[src/rtl/bht_pc_sel.sv]
// ============================================================================
// Module   : bht_pc_sel
// Brief    : FD-stage PC source selector with 2-bit saturating-counter BHT,
//            optional gshare indexing and branch/mispredict statistics.
// Revision : 1.0 - initial release
// ============================================================================
`default_nettype none

module bht_pc_sel #(
   parameter int         BHT_ENTRIES = 64,
   parameter int         GHIST_BITS  = 0,
   parameter logic [1:0] INIT_STATE  = 2'b01,
   parameter int         IDX_W       = $clog2(BHT_ENTRIES)
) (
   input  logic              clk,
   input  logic              rst_n,
   input  logic [31:0]       fd_inst,
   input  logic [31:0]       fd_pc,
   input  logic              x_valid,
   input  logic [31:0]       x_pc,
   input  logic [IDX_W-1:0]  x_index,
   input  logic              x_taken,
   input  logic              x_predicted,
   output logic [2:0]        pc_sel,
   output logic              predict,
   output logic [IDX_W-1:0]  fd_index,
   output logic              mispredict,
   output logic [31:0]       branch_count,
   output logic [31:0]       mispredict_count
);

   localparam logic [6:0] c_op_jal    = 7'b1101111;
   localparam logic [6:0] c_op_jalr   = 7'b1100111;
   localparam logic [6:0] c_op_branch = 7'b1100011;

   localparam logic [2:0] c_sel_pc4   = 3'd0;
   localparam logic [2:0] c_sel_alu   = 3'd1;
   localparam logic [2:0] c_sel_imm   = 3'd2;
   localparam logic [2:0] c_sel_pcx4  = 3'd3;
   localparam logic [2:0] c_sel_jalr  = 3'd4;

   logic [1:0]       r_bht [BHT_ENTRIES];
   logic [31:0]      r_branch_count;
   logic [31:0]      r_mispredict_count;
   logic [IDX_W-1:0] w_pc_index;
   logic [IDX_W-1:0] w_fd_index;
   logic [1:0]       w_bht_cur;
   logic [1:0]       w_bht_next;
   logic             w_redirect;
   logic             w_fd_msb;
   logic             w_unused_bits;

   assign w_pc_index = fd_pc[IDX_W+1:2];

   generate
      if (GHIST_BITS > 0) begin : g_gshare
         logic [GHIST_BITS-1:0] r_ghist;

         // History only moves on resolution, so it is never speculative.
         always_ff @(posedge clk or negedge rst_n) begin
            if (!rst_n) begin
               r_ghist <= '0;
            end else if (x_valid) begin
               r_ghist <= GHIST_BITS'({r_ghist, x_taken});
            end
         end

         assign w_fd_index = w_pc_index ^ IDX_W'(r_ghist);
      end else begin : g_bimodal
         assign w_fd_index = w_pc_index;
      end
   endgenerate

   assign fd_index = w_fd_index;
   assign w_fd_msb = r_bht[w_fd_index][1];

   assign w_bht_cur  = r_bht[x_index];
   always_comb begin
      w_bht_next = w_bht_cur;
      if (x_taken) begin
         if (w_bht_cur != 2'b11) w_bht_next = w_bht_cur + 2'd1;
      end else begin
         if (w_bht_cur != 2'b00) w_bht_next = w_bht_cur - 2'd1;
      end
   end

   // Read port is combinational on pre-edge state, giving read-old on collision.
   always_ff @(posedge clk or negedge rst_n) begin
      if (!rst_n) begin
         for (int i = 0; i < BHT_ENTRIES; i++) begin
            r_bht[i] <= INIT_STATE;
         end
      end else if (x_valid) begin
         r_bht[x_index] <= w_bht_next;
      end
   end

   always_ff @(posedge clk or negedge rst_n) begin
      if (!rst_n) begin
         r_branch_count     <= '0;
         r_mispredict_count <= '0;
      end else if (x_valid) begin
         r_branch_count <= r_branch_count + 32'd1;
         if (x_taken != x_predicted) begin
            r_mispredict_count <= r_mispredict_count + 32'd1;
         end
      end
   end

   assign branch_count     = r_branch_count;
   assign mispredict_count = r_mispredict_count;

   assign w_redirect = x_valid & (x_taken ^ x_predicted);

   always_comb begin
      pc_sel     = c_sel_pc4;
      predict    = 1'b0;
      mispredict = 1'b0;
      if (!rst_n) begin
         pc_sel = c_sel_pc4;
      end else if (w_redirect) begin
         mispredict = 1'b1;
         pc_sel     = x_taken ? c_sel_alu : c_sel_pcx4;
      end else begin
         case (fd_inst[6:0])
            c_op_jal:    pc_sel = c_sel_imm;
            c_op_jalr:   pc_sel = c_sel_jalr;
            c_op_branch: begin
               if (w_fd_msb) begin
                  pc_sel  = c_sel_imm;
                  predict = 1'b1;
               end
            end
            default:     pc_sel = c_sel_pc4;
         endcase
      end
   end

   // Inputs carried for interface compatibility but not needed by the logic.
   assign w_unused_bits = ^{x_pc, fd_inst[31:7], fd_pc[31:IDX_W+2], fd_pc[1:0]};

endmodule

`default_nettype wire

[config.mk]
export PLATFORM = sky130hd
export DESIGN_NAME = bht_pc_sel
export DESIGN_NICKNAME = d
export VERILOG_FILES = /design/src/rtl/bht_pc_sel.sv
export SDC_FILE = /design/constraint.sdc
export NUM_CORES = 1
export LEC_CHECK = 0
export ABC_AREA = 1
export CORE_AREA = 4 4 173 175
export CTS_CLUSTER_DIAMETER = 60
export DETAILED_ROUTE_END_ITERATION = 12
export DIE_AREA = 0 0 177 179
export PLACE_DENSITY_LB_ADDON = 0.25
export SYNTH_ARGS = -nofsm -noshare
export SYNTH_HDL_FRONTEND = slang
export SYNTH_SLANG_ARGS = --single-unit
export TNS_END_PERCENT = 100
[constraint.sdc]
create_clock -name clk -period 4.3 [get_ports clk]
set_input_delay 0.645 -clock clk [delete_from_list [all_inputs] [get_ports clk]]
set_output_delay 0.645 -clock clk [all_outputs]
set_load 0.05 [all_outputs]
## After elaboration in Yosys (flattened, before gate mapping)

Index checks and enable logic that the tools add are counted.

- Equal/unequal tests: 5
- Mux-type cells: 23
- $add $sub $neg: 4
- $lt $le $gt $ge: 3
- Bitwise logic cells: 4
- Reduce and logical (&&, ||, !) cells: 3

Operator list:

| operator | number |
|---|---|
| bitwise mux 128 bit | 1 |
| adder 32 x 1 -> 32 bit, second input constant | 2 |
| binary-select mux 2 bit (select 6 bit) | 2 |
| == test 7 bit, second input constant | 3 |
| 2-to-1 mux 2 bit | 10 |
| >= comparator 7 bit, second input constant | 2 |
| NOT 6 -> 7 bit | 2 |
| demux 2 bit (select 6 bit) | 1 |
| one-hot mux 3 bit (3 select lines) | 1 |
| < comparator 7 x 1 -> 1 bit, second input constant | 1 |
| 2-to-1 mux 1 bit | 6 |
| 2-to-1 mux 3 bit | 2 |
| adder 2 x 1 -> 2 bit, second input constant | 1 |
| != test 2 bit, second input constant | 1 |
| AND reduction 2 bit | 1 |
| nonzero test 2 bit | 1 |
| subtractor 2 x 1 -> 2 bit, second input constant | 1 |
| AND 1 bit | 1 |
| logical AND 1 bit | 1 |
| != test 1 bit | 1 |
| bitwise XOR 1 bit | 1 |

- Register bits: 192
- Output and inout port bits: 75
- Bits of input ports: 107

## Logic depth before layout (Yosys ltp)

- Word-level depth: 8
- Mapped depth: 20

## Worst setup path after synthesis

Ideal clock, no wire load.

- Kind: input -> output
- From: input port fd_pc[3]
- To: output port pc_sel[1]
- Path slack: 1103 ps
- Required time: 3655 ps
- Arrival time: 2552 ps
- Stages: 12
- Cell sequence: clkbuf_1 -> clkinv_1 -> clkbuf_1 -> nand3_1 -> nand3_1 -> nand2_1 -> nand2_1 -> nand3_1 -> nand3_1 -> nand2_1 -> nand3_1 -> o21bai_1

- Cells in the longest elaborated chain, start to end: 8

RTL lines:

| item | line | RTL |
|---|---|---|
| start, declared | 18 | `input logic [31:0] fd_pc,` |
| NOT 6 -> 7 bit (implied by the code) | 75 | `assign w_fd_msb = r_bht[w_fd_index][1];` |
| binary-select mux 2 bit (select 6 bit) | 75 |  |
| 2-to-1 mux 2 bit (implied by the code) (2 in series) | 75 |  |
| 2-to-1 mux 2 bit | 129 | `if (w_fd_msb) begin` |
| one-hot mux 3 bit (3 select lines) | 125 | `case (fd_inst[6:0])` |
| 2-to-1 mux 3 bit | 121 | `end else if (w_redirect) begin` |
| 2-to-1 mux 3 bit | 119 | `if (!rst_n) begin` |
| end, declared | 24 | `output logic [2:0] pc_sel,` |

No other way between the ends. The select of a mux whose other input is x is not followed.

## Worst setup path after layout

- From: input port fd_pc[2]
- To: output port pc_sel[1]

Same word-level chain as after synthesis.

==> results.txt <==
outcome -> completed
Logic pwr share -> 21.4%
Yosys reg bits -> 192
global-route wire length before repair -> 54.6 mm
RSZ-0062 raised after global routing -> false
hold buffers post-CTS -> 0
Arr. time, crit path -> 2.88 ns
Max Cap Viol -> 0
Int Pwr -> 3130 uW
total gr overflow -> 0
DR iter-0 viols -> 876
Worst Skew -> 0.0161 ns
DPL Wire Length -> 21.2 mm
starting density of the core -> 39.2%
vias in the first global route -> 10500
crit path time final -> 3.53 ns
post-layout instance area -> 13100 um^2
Top FF cell, synth -> dfrtp_1
CTS tree -> built
Post-CTS Setup Bufs -> 0
PostCTS Resize Cnt -> 0
sequential share of the synthesized area -> 43.7%
top cells by area, synth -> nand2_1, dfrtp_1, dfstp_2
syn avg cell area -> 6.70 um^2
proportion of layout cells with a drive suffix above 1 -> 7.24%
Fin. Hold Viols -> 0
Worst VDD drop -> 0.398 mV
Sw Share -> 35.0%
Slew Viols, Final -> 0
GRT Overall Usage -> 21.6%
Post-Syn Area -> 11200 um^2
Max H-tree Level -> 4
R2R cell count -> 15
synth-to-layout area growth -> 17.3%
Post-Syn Nets -> 1777
Worst-path clk slew -> 0.08 ns
clk sinks -> 192
Core Footprint -> 28500 um^2
leakage power total -> 0.00662 uW
# diodes -> 0
Crit Path Class -> input pin to output port
die height -> 179 um
Setup Viol. Count Final -> 0
R2R setup slack -> 2.15 ns
Yosys top cell by area -> nand2_1
Vias/cell -> 5.02
nature of the critical path endpoint -> output port
CTS root buffer -> clkbuf_16
Min-Delay Path Class -> input pin to async pin
final WL -> 33.3 mm
post-layout util -> 46.0%
Netlist cell types -> 27
Nets -> 1851
# rows -> 62
Crit Reg-Reg Endpoint -> r_bht[29]$_DFFE_PN0P_
Max Freq -> 0.284 GHz
worst-path maximum fanout -> 22
DIE WIDTH -> 177 um
ys async rst share -> 100%
PD cells -> 367 nW/um^2
Yosys Warn Count -> 0
Critical Path Source Type -> input pin
Reg2Reg Launch Point -> r_bht[111]$_DFFE_PN0P_
Net Sw Power -> 1690 uW
post-synth top area share -> 28.9%
GPL Wtd Cong -> 0.893
Post-synth EDFFs -> 0
DR vias -> 10700
PortBufs -> 98
Die Area -> 31700 um^2
Fin Setup TNS -> 0 ns
clk_lat worst skew -> 0.44 ns
worst-margin pin slew -> 0.894 ns
Clock Power Share -> 33.5%
DRT antenna net count -> 0
Pre-antenna DRT Iters -> 5
Synth top cells by count -> nand2_1, inv_1, nand3_1, dfrtp_1, nor2_1
post-route clock period utilization -> 82.0%
initial antenna violation count -> 0
Placed Area -> 12500 um^2
TritonCTS Buffers -> 17
Seq pwr share -> 45.1%
Req. time, crit path -> 3.65 ns
synthesized instance count -> 1668
most instantiated library cell after synthesis -> nand2_1
DRC errors left -> 0
WL per Instance -> 15.6 um
Max Root-Sink Buffers -> 2
IO Pins -> 182
Slew headroom -> 40.4%
largest net degree at the start of global routing -> 71
worst max path at each step:
stage | start | depth (start not counted) | slack (ns) | end
2_1_floorplan | fd_pc[3] | 12 | 1.10 | pc_sel[1]
3_3_place_gp | x_index[2] | 15 | 0.76 | r_bht[126]$_DFFE_PN1P_
3_5_place_dp | x_index[2] | 15 | 0.76 | r_bht[42]$_DFFE_PN1P_
4_1_cts | fd_pc[2] | 14 | 0.81 | pc_sel[1]
5_1_grt | fd_pc[2] | 14 | 0.57 | pc_sel[1]
6_report | fd_pc[2] | 14 | 0.77 | pc_sel[1]
cell usage in the layout (no fill, tap or decap):
| cell type | count |
|---|---|
| o21bai_1 | 1 |
| clkbuf_16 | 17 |
| nand3_1 | 136 |
| nor3b_1 | 1 |
| nand4_1 | 22 |
| nor3_1 | 34 |
| clkinv_4 | 2 |
| nor4_1 | 8 |
| a32o_1 | 1 |
| buf_4 | 21 |
| xnor2_1 | 17 |
| nand2_1 | 859 |
| clkbuf_1 | 1 |
| clkinv_8 | 6 |
| inv_8 | 1 |
| ha_1 | 2 |
| inv_2 | 1 |
| buf_2 | 1 |
| xor2_1 | 43 |
| clkdlybuf4s50_1 | 92 |
| a21oi_1 | 1 |
| inv_6 | 5 |
| and2_1 | 1 |
| o21ai_0 | 4 |
| nand3b_1 | 2 |
| buf_12 | 5 |
| clkbuf_8 | 1 |
| dfstp_2 | 64 |
| nand2_2 | 2 |
| dfrtp_1 | 128 |
| clkinv_1 | 2 |
| inv_1 | 151 |
| nand3_2 | 1 |
| nor2_1 | 122 |
cell type report:
type	count	area [um^2]
fill	2890	15400
timing repair buffer	120	1200
inverter	154	578
clock inverter	14	170
sequential	192	4880
multi-input combinational	1257	5370
clock buffer	18	429
tap	384	480
flip-flops by register name, indices dropped and copies added (netlist names):
| name | count |
|---|---|
| branch_count | 32 |
| mispredict_count | 32 |
| r_bht | 128 |
power groups by stage:
| stage | Sequential (uW) | Clock, uW | Combinational, uW |
|---|---|---|---|
| final | 2170 | 1610 | 1030 |
| after floorplan | 2390 | 0 | 457 |
| after global placement | 2200 | 0 | 1020 |
| after detailed placement | 2200 | 0 | 1040 |
| after global routing | 2200 | 1710 | 1130 |
| after CTS | 2170 | 1640 | 1040 |
metal layers:
metal / part of all wire (%) / vias up / track usage (%)
met4: 1.5 / 0 / 5.32
met5: 0 / - / 0
li1: - / 5239 / -
met1: 45 / 5064 / 29.6
met2: 45 / 407 / 35.4
met3: 8.3 / 34 / 4.34
worst max-delay path, cell delays in order:
cell and delay, ns:
clkdlybuf4s50_1 0.45, inv_1 0.09, buf_4 0.31, nand2_1 0.10, nand3_1 0.09, nand3_1 0.12
nand2_1 0.12, nand2_1 0.06, nand3_1 0.08, nand3_1 0.06, nand2_1 0.19, nand3_1 0.13
o21bai_1 0.25, buf_12 0.18
cells by family after synthesis:
group | synth area share [%]
buffers and inverters | 8.28
AO/OA/AOI/OAI | 0.381
XOR/XNOR | 4.70
adder cells (fa/ha/maj) | 0.224
AND/OR/NAND/NOR | 42.7
flip-flops | 43.7
through the flow:
stage / hold WS, ns / setup WS (ns) / instances / power, uW
floorplan: 0.349 / 1.10 / 1668 / 2840
global placement: 0.453 / 0.757 / 2107 / 3220
detailed placement: 0.456 / 0.757 / 2107 / 3230
CTS: 0.0272 / 0.815 / 2139 / 4850
global route: 0.0261 / 0.571 / 2139 / 5040
finish: 0.0390 / 0.773 / 2139 / 4810
No activity file was read; power rests on OpenSTA's default activity.
